`src/rtl/usb_tx_pkg.sv`:
```
// Shared constants and types for the USB transmit line encoder.
// Line states are packed as {d_plus, d_minus}.
package usb_tx_pkg;

   typedef enum logic [2:0] {
      IDLE      = 3'd0,
      SYNC      = 3'd1,
      DATA      = 3'd2,
      EOP_SE0_A = 3'd3,
      EOP_SE0_B = 3'd4,
      EOP_J     = 3'd5
   } tx_enc_state_t;

   localparam logic [7:0] SYNC_BYTE    = 8'h80;
   localparam logic [2:0] STUFF_LIMIT  = 3'd6;
   localparam logic [3:0] BIT_ROLLOVER = 4'd8;

   localparam logic [1:0] LINE_J   = 2'b10;
   localparam logic [1:0] LINE_K   = 2'b01;
   localparam logic [1:0] LINE_SE0 = 2'b00;

   // NRZI level 1 is the J state, 0 is the K state
   function automatic logic [1:0] nrzi_line(input logic level);
      nrzi_line = level ? LINE_J : LINE_K;
   endfunction

endpackage

```
`src/rtl/flex_counter.sv`:
```
// Generic wrapping counter: counts 0 .. rollover_val-1 when enabled, then wraps to 0.
// A synchronous clear has priority over counting.
module flex_counter #(
   parameter int NUM_CNT_BITS = 4
) (
   input  logic                    clk,
   input  logic                    n_rst,
   input  logic                    clear,
   input  logic                    count_enable,
   input  logic [NUM_CNT_BITS-1:0] rollover_val,
   output logic [NUM_CNT_BITS-1:0] count_out
);

   localparam logic [NUM_CNT_BITS-1:0] CNT_ONE = {{(NUM_CNT_BITS-1){1'b0}}, 1'b1};

   logic [NUM_CNT_BITS-1:0] count_r;
   logic [NUM_CNT_BITS-1:0] count_next_s;

   // next count: clear, wrap at rollover, or increment
   always_comb begin
      count_next_s = count_r;
      if (clear) begin
         count_next_s = '0;
      end else if (count_enable) begin
         if (count_r == (rollover_val - CNT_ONE)) begin
            count_next_s = '0;
         end else begin
            count_next_s = count_r + CNT_ONE;
         end
      end else begin
         count_next_s = count_r;
      end
   end

   // count register
   always_ff @(posedge clk or negedge n_rst) begin
      if (!n_rst) begin
         count_r <= '0;
      end else begin
         count_r <= count_next_s;
      end
   end

   assign count_out = count_r;

endmodule

```
`src/rtl/usb_tx_encoder.sv`:
```
// Serialises SYNC, payload bytes (LSB first) and EOP onto D+/D- with NRZI
// encoding and bit stuffing, advancing one bit per shift_en strobe.
module usb_tx_encoder
   import usb_tx_pkg::*;
(
   input  logic       clk,
   input  logic       n_rst,
   input  logic       shift_en,
   input  logic       tx_start,
   input  logic [7:0] tx_data,
   input  logic       tx_last,
   output logic       byte_ack,
   output logic       d_plus,
   output logic       d_minus,
   output logic       tx_busy,
   output logic       tx_done
);

   tx_enc_state_t state_r, state_next_s;
   logic [7:0]    shreg_r, shreg_next_s;
   logic [2:0]    ones_r, ones_next_s;
   logic          nrzi_r, nrzi_next_s;
   logic [1:0]    line_r, line_next_s;
   logic          last_r, last_next_s;
   logic          busy_r, busy_next_s;
   logic          ack_r, ack_next_s;
   logic          done_r, done_next_s;
   logic          cnt_clear_s;
   logic          cnt_en_s;
   logic [3:0]    bit_idx_s;
   logic          bit_last_s;
   logic          data_bit_s;

   flex_counter #(
      .NUM_CNT_BITS (4)
   ) u_bit_cnt (
      .clk          (clk),
      .n_rst        (n_rst),
      .clear        (cnt_clear_s),
      .count_enable (cnt_en_s),
      .rollover_val (BIT_ROLLOVER),
      .count_out    (bit_idx_s)
   );

   assign bit_last_s = (bit_idx_s == (BIT_ROLLOVER - 4'd1));
   assign data_bit_s = shreg_r[0];

   // next-state, line and handshake logic
   always_comb begin
      state_next_s = state_r;
      shreg_next_s = shreg_r;
      ones_next_s  = ones_r;
      nrzi_next_s  = nrzi_r;
      line_next_s  = line_r;
      last_next_s  = last_r;
      busy_next_s  = busy_r;
      ack_next_s   = 1'b0;
      done_next_s  = 1'b0;
      cnt_clear_s  = 1'b0;
      cnt_en_s     = 1'b0;

      case (state_r)
         IDLE: begin
            // a coincident strobe is deliberately ignored: the first bit goes out on the next one
            if (tx_start) begin
               shreg_next_s = SYNC_BYTE;
               ones_next_s  = 3'd0;
               cnt_clear_s  = 1'b1;
               busy_next_s  = 1'b1;
               state_next_s = SYNC;
            end else begin
               state_next_s = IDLE;
            end
         end

         SYNC, DATA: begin
            if (!shift_en) begin
               state_next_s = state_r;
            end else if (ones_r == STUFF_LIMIT) begin
               nrzi_next_s = ~nrzi_r;
               line_next_s = nrzi_line(~nrzi_r);
               ones_next_s = 3'd0;
            end else begin
               nrzi_next_s = data_bit_s ? nrzi_r : ~nrzi_r;
               line_next_s = nrzi_line(data_bit_s ? nrzi_r : ~nrzi_r);
               ones_next_s = data_bit_s ? (ones_r + 3'd1) : 3'd0;
               cnt_en_s    = 1'b1;
               if (!bit_last_s) begin
                  shreg_next_s = {1'b0, shreg_r[7:1]};
               end else if ((state_r == SYNC) || !last_r) begin
                  shreg_next_s = tx_data;
                  last_next_s  = tx_last;
                  ack_next_s   = 1'b1;
                  state_next_s = DATA;
               end else begin
                  shreg_next_s = {1'b0, shreg_r[7:1]};
                  state_next_s = EOP_SE0_A;
               end
            end
         end

         EOP_SE0_A: begin
            // trailing run of six ones still needs its stuff bit before SE0
            if (!shift_en) begin
               state_next_s = EOP_SE0_A;
            end else if (ones_r == STUFF_LIMIT) begin
               nrzi_next_s = ~nrzi_r;
               line_next_s = nrzi_line(~nrzi_r);
               ones_next_s = 3'd0;
            end else begin
               line_next_s  = LINE_SE0;
               state_next_s = EOP_SE0_B;
            end
         end

         EOP_SE0_B: begin
            if (shift_en) begin
               line_next_s  = LINE_SE0;
               state_next_s = EOP_J;
            end else begin
               state_next_s = EOP_SE0_B;
            end
         end

         EOP_J: begin
            if (shift_en) begin
               line_next_s  = LINE_J;
               nrzi_next_s  = 1'b1;
               busy_next_s  = 1'b0;
               done_next_s  = 1'b1;
               state_next_s = IDLE;
            end else begin
               state_next_s = EOP_J;
            end
         end

         default: begin
            line_next_s  = LINE_J;
            nrzi_next_s  = 1'b1;
            busy_next_s  = 1'b0;
            state_next_s = IDLE;
         end
      endcase
   end

   // state and output registers
   always_ff @(posedge clk or negedge n_rst) begin
      if (!n_rst) begin
         state_r <= IDLE;
         shreg_r <= 8'h00;
         ones_r  <= 3'd0;
         nrzi_r  <= 1'b1;
         line_r  <= LINE_J;
         last_r  <= 1'b0;
         busy_r  <= 1'b0;
         ack_r   <= 1'b0;
         done_r  <= 1'b0;
      end else begin
         state_r <= state_next_s;
         shreg_r <= shreg_next_s;
         ones_r  <= ones_next_s;
         nrzi_r  <= nrzi_next_s;
         line_r  <= line_next_s;
         last_r  <= last_next_s;
         busy_r  <= busy_next_s;
         ack_r   <= ack_next_s;
         done_r  <= done_next_s;
      end
   end

   assign d_plus   = line_r[1];
   assign d_minus  = line_r[0];
   assign tx_busy  = busy_r;
   assign byte_ack = ack_r;
   assign tx_done  = done_r;

endmodule

```
`config.mk`:
```
export PLATFORM = sky130hd
export DESIGN_NAME = usb_tx_encoder
export DESIGN_NICKNAME = d
export VERILOG_FILES = /design/src/rtl/usb_tx_pkg.sv /design/src/rtl/flex_counter.sv /design/src/rtl/usb_tx_encoder.sv
export SDC_FILE = /design/constraint.sdc
export NUM_CORES = 1
export LEC_CHECK = 0
export ABC_AREA = 1
export CAP_MARGIN = 20
export CORE_MARGIN = 2
export CORE_UTILIZATION = 25
export CTS_BUF_LIST = sky130_fd_sc_hd__clkbuf_4 sky130_fd_sc_hd__clkbuf_8
export CTS_CLUSTER_DIAMETER = 60
export CTS_CLUSTER_SIZE = 20
export DETAILED_ROUTE_END_ITERATION = 8
export GPL_TIMING_DRIVEN = 1
export PLACE_DENSITY = 0.46
export SYNTH_ARGS = -nofsm -noshare
export SYNTH_HDL_FRONTEND = slang
export SYNTH_SLANG_ARGS = --single-unit
```
`constraint.sdc`:
```
create_clock -name clk -period 1.6 [get_ports clk]
set_input_delay 0.32 -clock clk [delete_from_list [all_inputs] [get_ports clk]]
set_output_delay 0.32 -clock clk [all_outputs]
set_load 0.01 [all_outputs]
```
==> reports/summary.json <==
{
  "worst-endpoint-required_ns": 1.28,
  "finish.cell_count_without_fillers": 314,
  "floorplan.initialDensity_pct": 25.5,
  "first_pass_grt_wire_length_mm": 5.90,
  "syn_avg_cell_area_um2": 7.17,
  "cp_top_family": "buffers and inverters",
  "clk_pin_slew_worst_paths_ns": 0.10,
  "timing.critical_path.fanout_max": 2,
  "synth_cell_type_count": 20,
  "post-synth-top-area-cell": "sky130_fd_sc_hd__dfrtp_1",
  "final_common_cell": "sky130_fd_sc_hd__nand2_1",
  "cp-end-kind": "output port",
  "critPathBufInv": 1,
  "fp.dieArea_um2": 6570,
  "fin_crit_period_ns": 1.49,
  "grt_usage_pct": 11.6,
  "filler_cell_count": 652,
  "syn2layout_area_growth_pct": 27.2,
  "yosysWarnings": 0,
  "totalWireLength_mm": 3.40,
  "drt.antenna.violating_nets": 0,
  "min-delay-path-class": "primary input to async pin",
  "dpl.cell_count": 310,
  "clock_latency_ns": 0.27,
  "critical_path.reg2reg.startpoint": "state_r[0]$_DFFE_PN0P_",
  "arrival_ns": 1.17,
  "antenna-diode-count": 0,
  "placement_rows": 28,
  "cellLeakagePower_nw": 1.00,
  "die_w_um": 81.1,
  "ys_ff_latch": 25,
  "dp_slack_ns": -0.0711,
  "wire_per_inst_um": 10.8,
  "timing.fmax_ghz": 0.670,
  "drc_errors": 0,
  "detail_route.vias_per_cell": 4.37,
  "final_cell_mix": "65 x sky130_fd_sc_hd__nand2_1, 30 x sky130_fd_sc_hd__nand3_1, 29 x sky130_fd_sc_hd__inv_1",
  "cts_setup_buffers": 0,
  "postPlaceCellArea_um2": 1840,
  "timing.final.crit_share_pct": 93.2,
  "timing.clock.skew_ns": 0.0132,
  "hold_viol_final": 0,
  "root_buffer": "sky130_fd_sc_hd__clkbuf_8",
  "grt_max_degree": 26,
  "numCtsBuffers": 3,
  "aggregate_negative_setup_slack_ns": 0,
  "syn_area_um2": 1490,
  "placeableCoreArea_um2": 5820,
  "total_power_mw": 2.73,
  "timing.hold.ws_ns": 0.408,
  "report.final.setup_viol": 0,
  "cts_max_path_buffers": 2,
  "dr.first_iter.drc_count": 65,
  "seq_area_frac_synth_pct": 42.3,
  "outcome": "completed",
  "drt_pre_antenna_iters": 4,
  "grt_overflow_total": 0,
  "dp_hpwl_mm": 2.54,
  "power_density_nw_per_um2": 1440,
  "synth_top_cell_area_share_pct": 38.8,
  "finalWeightedCongestion": 0.772,
  "cp_cell_sequence": "clkdlybuf4s50_1",
  "postCtsHoldBufs": 0,
  "first_global_vias": 1272,
  "postLayoutCoreUtil_pct": 32.5,
  "clock_sink_total": 25,
  "vdd.ir_drop.worst_mv": 0.543,
  "grt_antenna_before_repair": 0,
  "post_route_cells_drive_above_1_share_pct": 14.2,
  "worst_slew_margin_rel_pct": 77.0,
  "setup_slack_ns": 0.108,
  "maximum_level_of_the_cts_h_tree": 1,
  "worst_setup_path_startpoint": "tx_busy$_DFFE_PN0P_",
  "timing.max_cap.violations": 0,
  "count_of_buffers_inserted_at_the_top_level_ports": 17,
  "syn-instance-count": 207,
  "slowest_stage_cell_crit_path": "sky130_fd_sc_hd__clkdlybuf4s50_1",
  "design_area_um2": 1890,
  "cts_tree": "done",
  "worst_slew_pin_slew_ns": 0.345,
  "vias": 1373,
  "nets": 256,
  "die_height_um": 81.1,
  "startpoint_type": "register",
  "synth_area_leaders": "sky130_fd_sc_hd__dfrtp_1 39%, sky130_fd_sc_hd__nand2_1 16%, sky130_fd_sc_hd__nand3_1 10%, sky130_fd_sc_hd__inv_1 7.3%, sky130_fd_sc_hd__nor2_1 3.8%",
  "maxSlewViolCount": 0,
  "number_of_top_level_design_ports": 18,
  "syn_nets": 223,
  "timing.setup.critical_path_class": "register to output port",
  "critPathMaxStageDelay_ns": 0.54
}
## area by class of cell
| type | instances | area, µm² | share of cell area [%] |
|---|---|---|---|
| Multi-Input combinational cell | 150 | 727 | 38.5 |
| Timing Repair Buffer | 30 | 279 | 14.8 |
| Sequential cell | 25 | 628 | 33.2 |
| Inverter | 30 | 113 | 5.96 |
| Clock buffer | 4 | 48.8 | 2.58 |
| Tap cell | 75 | 93.8 | 4.97 |
## state kept, by name, summed over array words and instances, names as in the netlist
name,cells
tx_busy,1
tx_done,1
ones_r,3
shreg_r,8
u_bit_cnt.count_out,4
nrzi_r,1
state_r,3
line_r,2
last_r,1
byte_ack,1
## where the power goes
group	switching, mW	internal (mW)	total, mW
Clock	0.209	0.195	0.404
Combinational	0.807	0.536	1.34
Sequential	0.147	0.833	0.980
Total	1.16	1.56	2.73
## logic make-up after synthesis
| family | after synthesis | share of synthesized area, % |
|---|---|---|
| buffers and inverters | 32 | 9.10 |
| AO/OA/AOI/OAI | 17 | 5.73 |
| AND/OR/NAND/NOR | 128 | 39.2 |
| adder cells (fa/ha/maj) | 3 | 2.53 |
| XOR/XNOR | 2 | 1.18 |
| flip-flops | 25 | 42.3 |
## Yosys cell counts
cell type	n
sky130_fd_sc_hd__a21oi_1	3
sky130_fd_sc_hd__buf_6	2
sky130_fd_sc_hd__dfrtp_1	23
sky130_fd_sc_hd__dfstp_2	2
sky130_fd_sc_hd__ha_1	3
sky130_fd_sc_hd__inv_1	29
sky130_fd_sc_hd__inv_2	1
sky130_fd_sc_hd__nand2_1	65
sky130_fd_sc_hd__nand2_2	4
sky130_fd_sc_hd__nand3_1	30
sky130_fd_sc_hd__nand3_2	2
sky130_fd_sc_hd__nand3b_1	1
sky130_fd_sc_hd__nand4_1	3
sky130_fd_sc_hd__nor2_1	15
sky130_fd_sc_hd__nor2_2	5
sky130_fd_sc_hd__nor2_4	2
sky130_fd_sc_hd__o21ai_0	3
sky130_fd_sc_hd__o21ai_1	11
sky130_fd_sc_hd__or2_2	1
sky130_fd_sc_hd__xor2_1	2
## repair_timing
action | CTS | global route
resized for setup | 1 | 2
endpoints found under the setup margin | 1 | 7
endpoints found under the hold margin | 0 | 0
## worst paths after layout
path / end / slack, ns / cells past startpoint
min: tx_done$_DFF_PN0_ / 0.41 / 2
max in group asynchronous: nrzi_r$_DFFE_PN1P_ / 0.89 / 2
min reg2reg: line_r[1]$_DFFE_PN1P_ / 0.47 / 2
min in group clk: line_r[1]$_DFFE_PN1P_ / 0.47 / 2
max: tx_busy / 0.11 / 1
max reg2reg: ones_r[2]$_DFFE_PN0P_ / 0.12 / 7
## per-layer routing
| metal | vias up | part of all wire (%) | wire length, µm | global-route usage (%) |
|---|---|---|---|---|
| met1 | 626 | 47 | 1600 | 14.5 |
| met2 | 26 | 48 | 1630 | 19.9 |
| met3 | 2 | 3.5 | 119 | 2.67 |
| li1 | 719 | - | - | - |
| met5 | - | 0 | 0 | 0 |
| met4 | 0 | 1.2 | 41 | 3.56 |
Note: power is estimated with default switching activity, not from simulation.
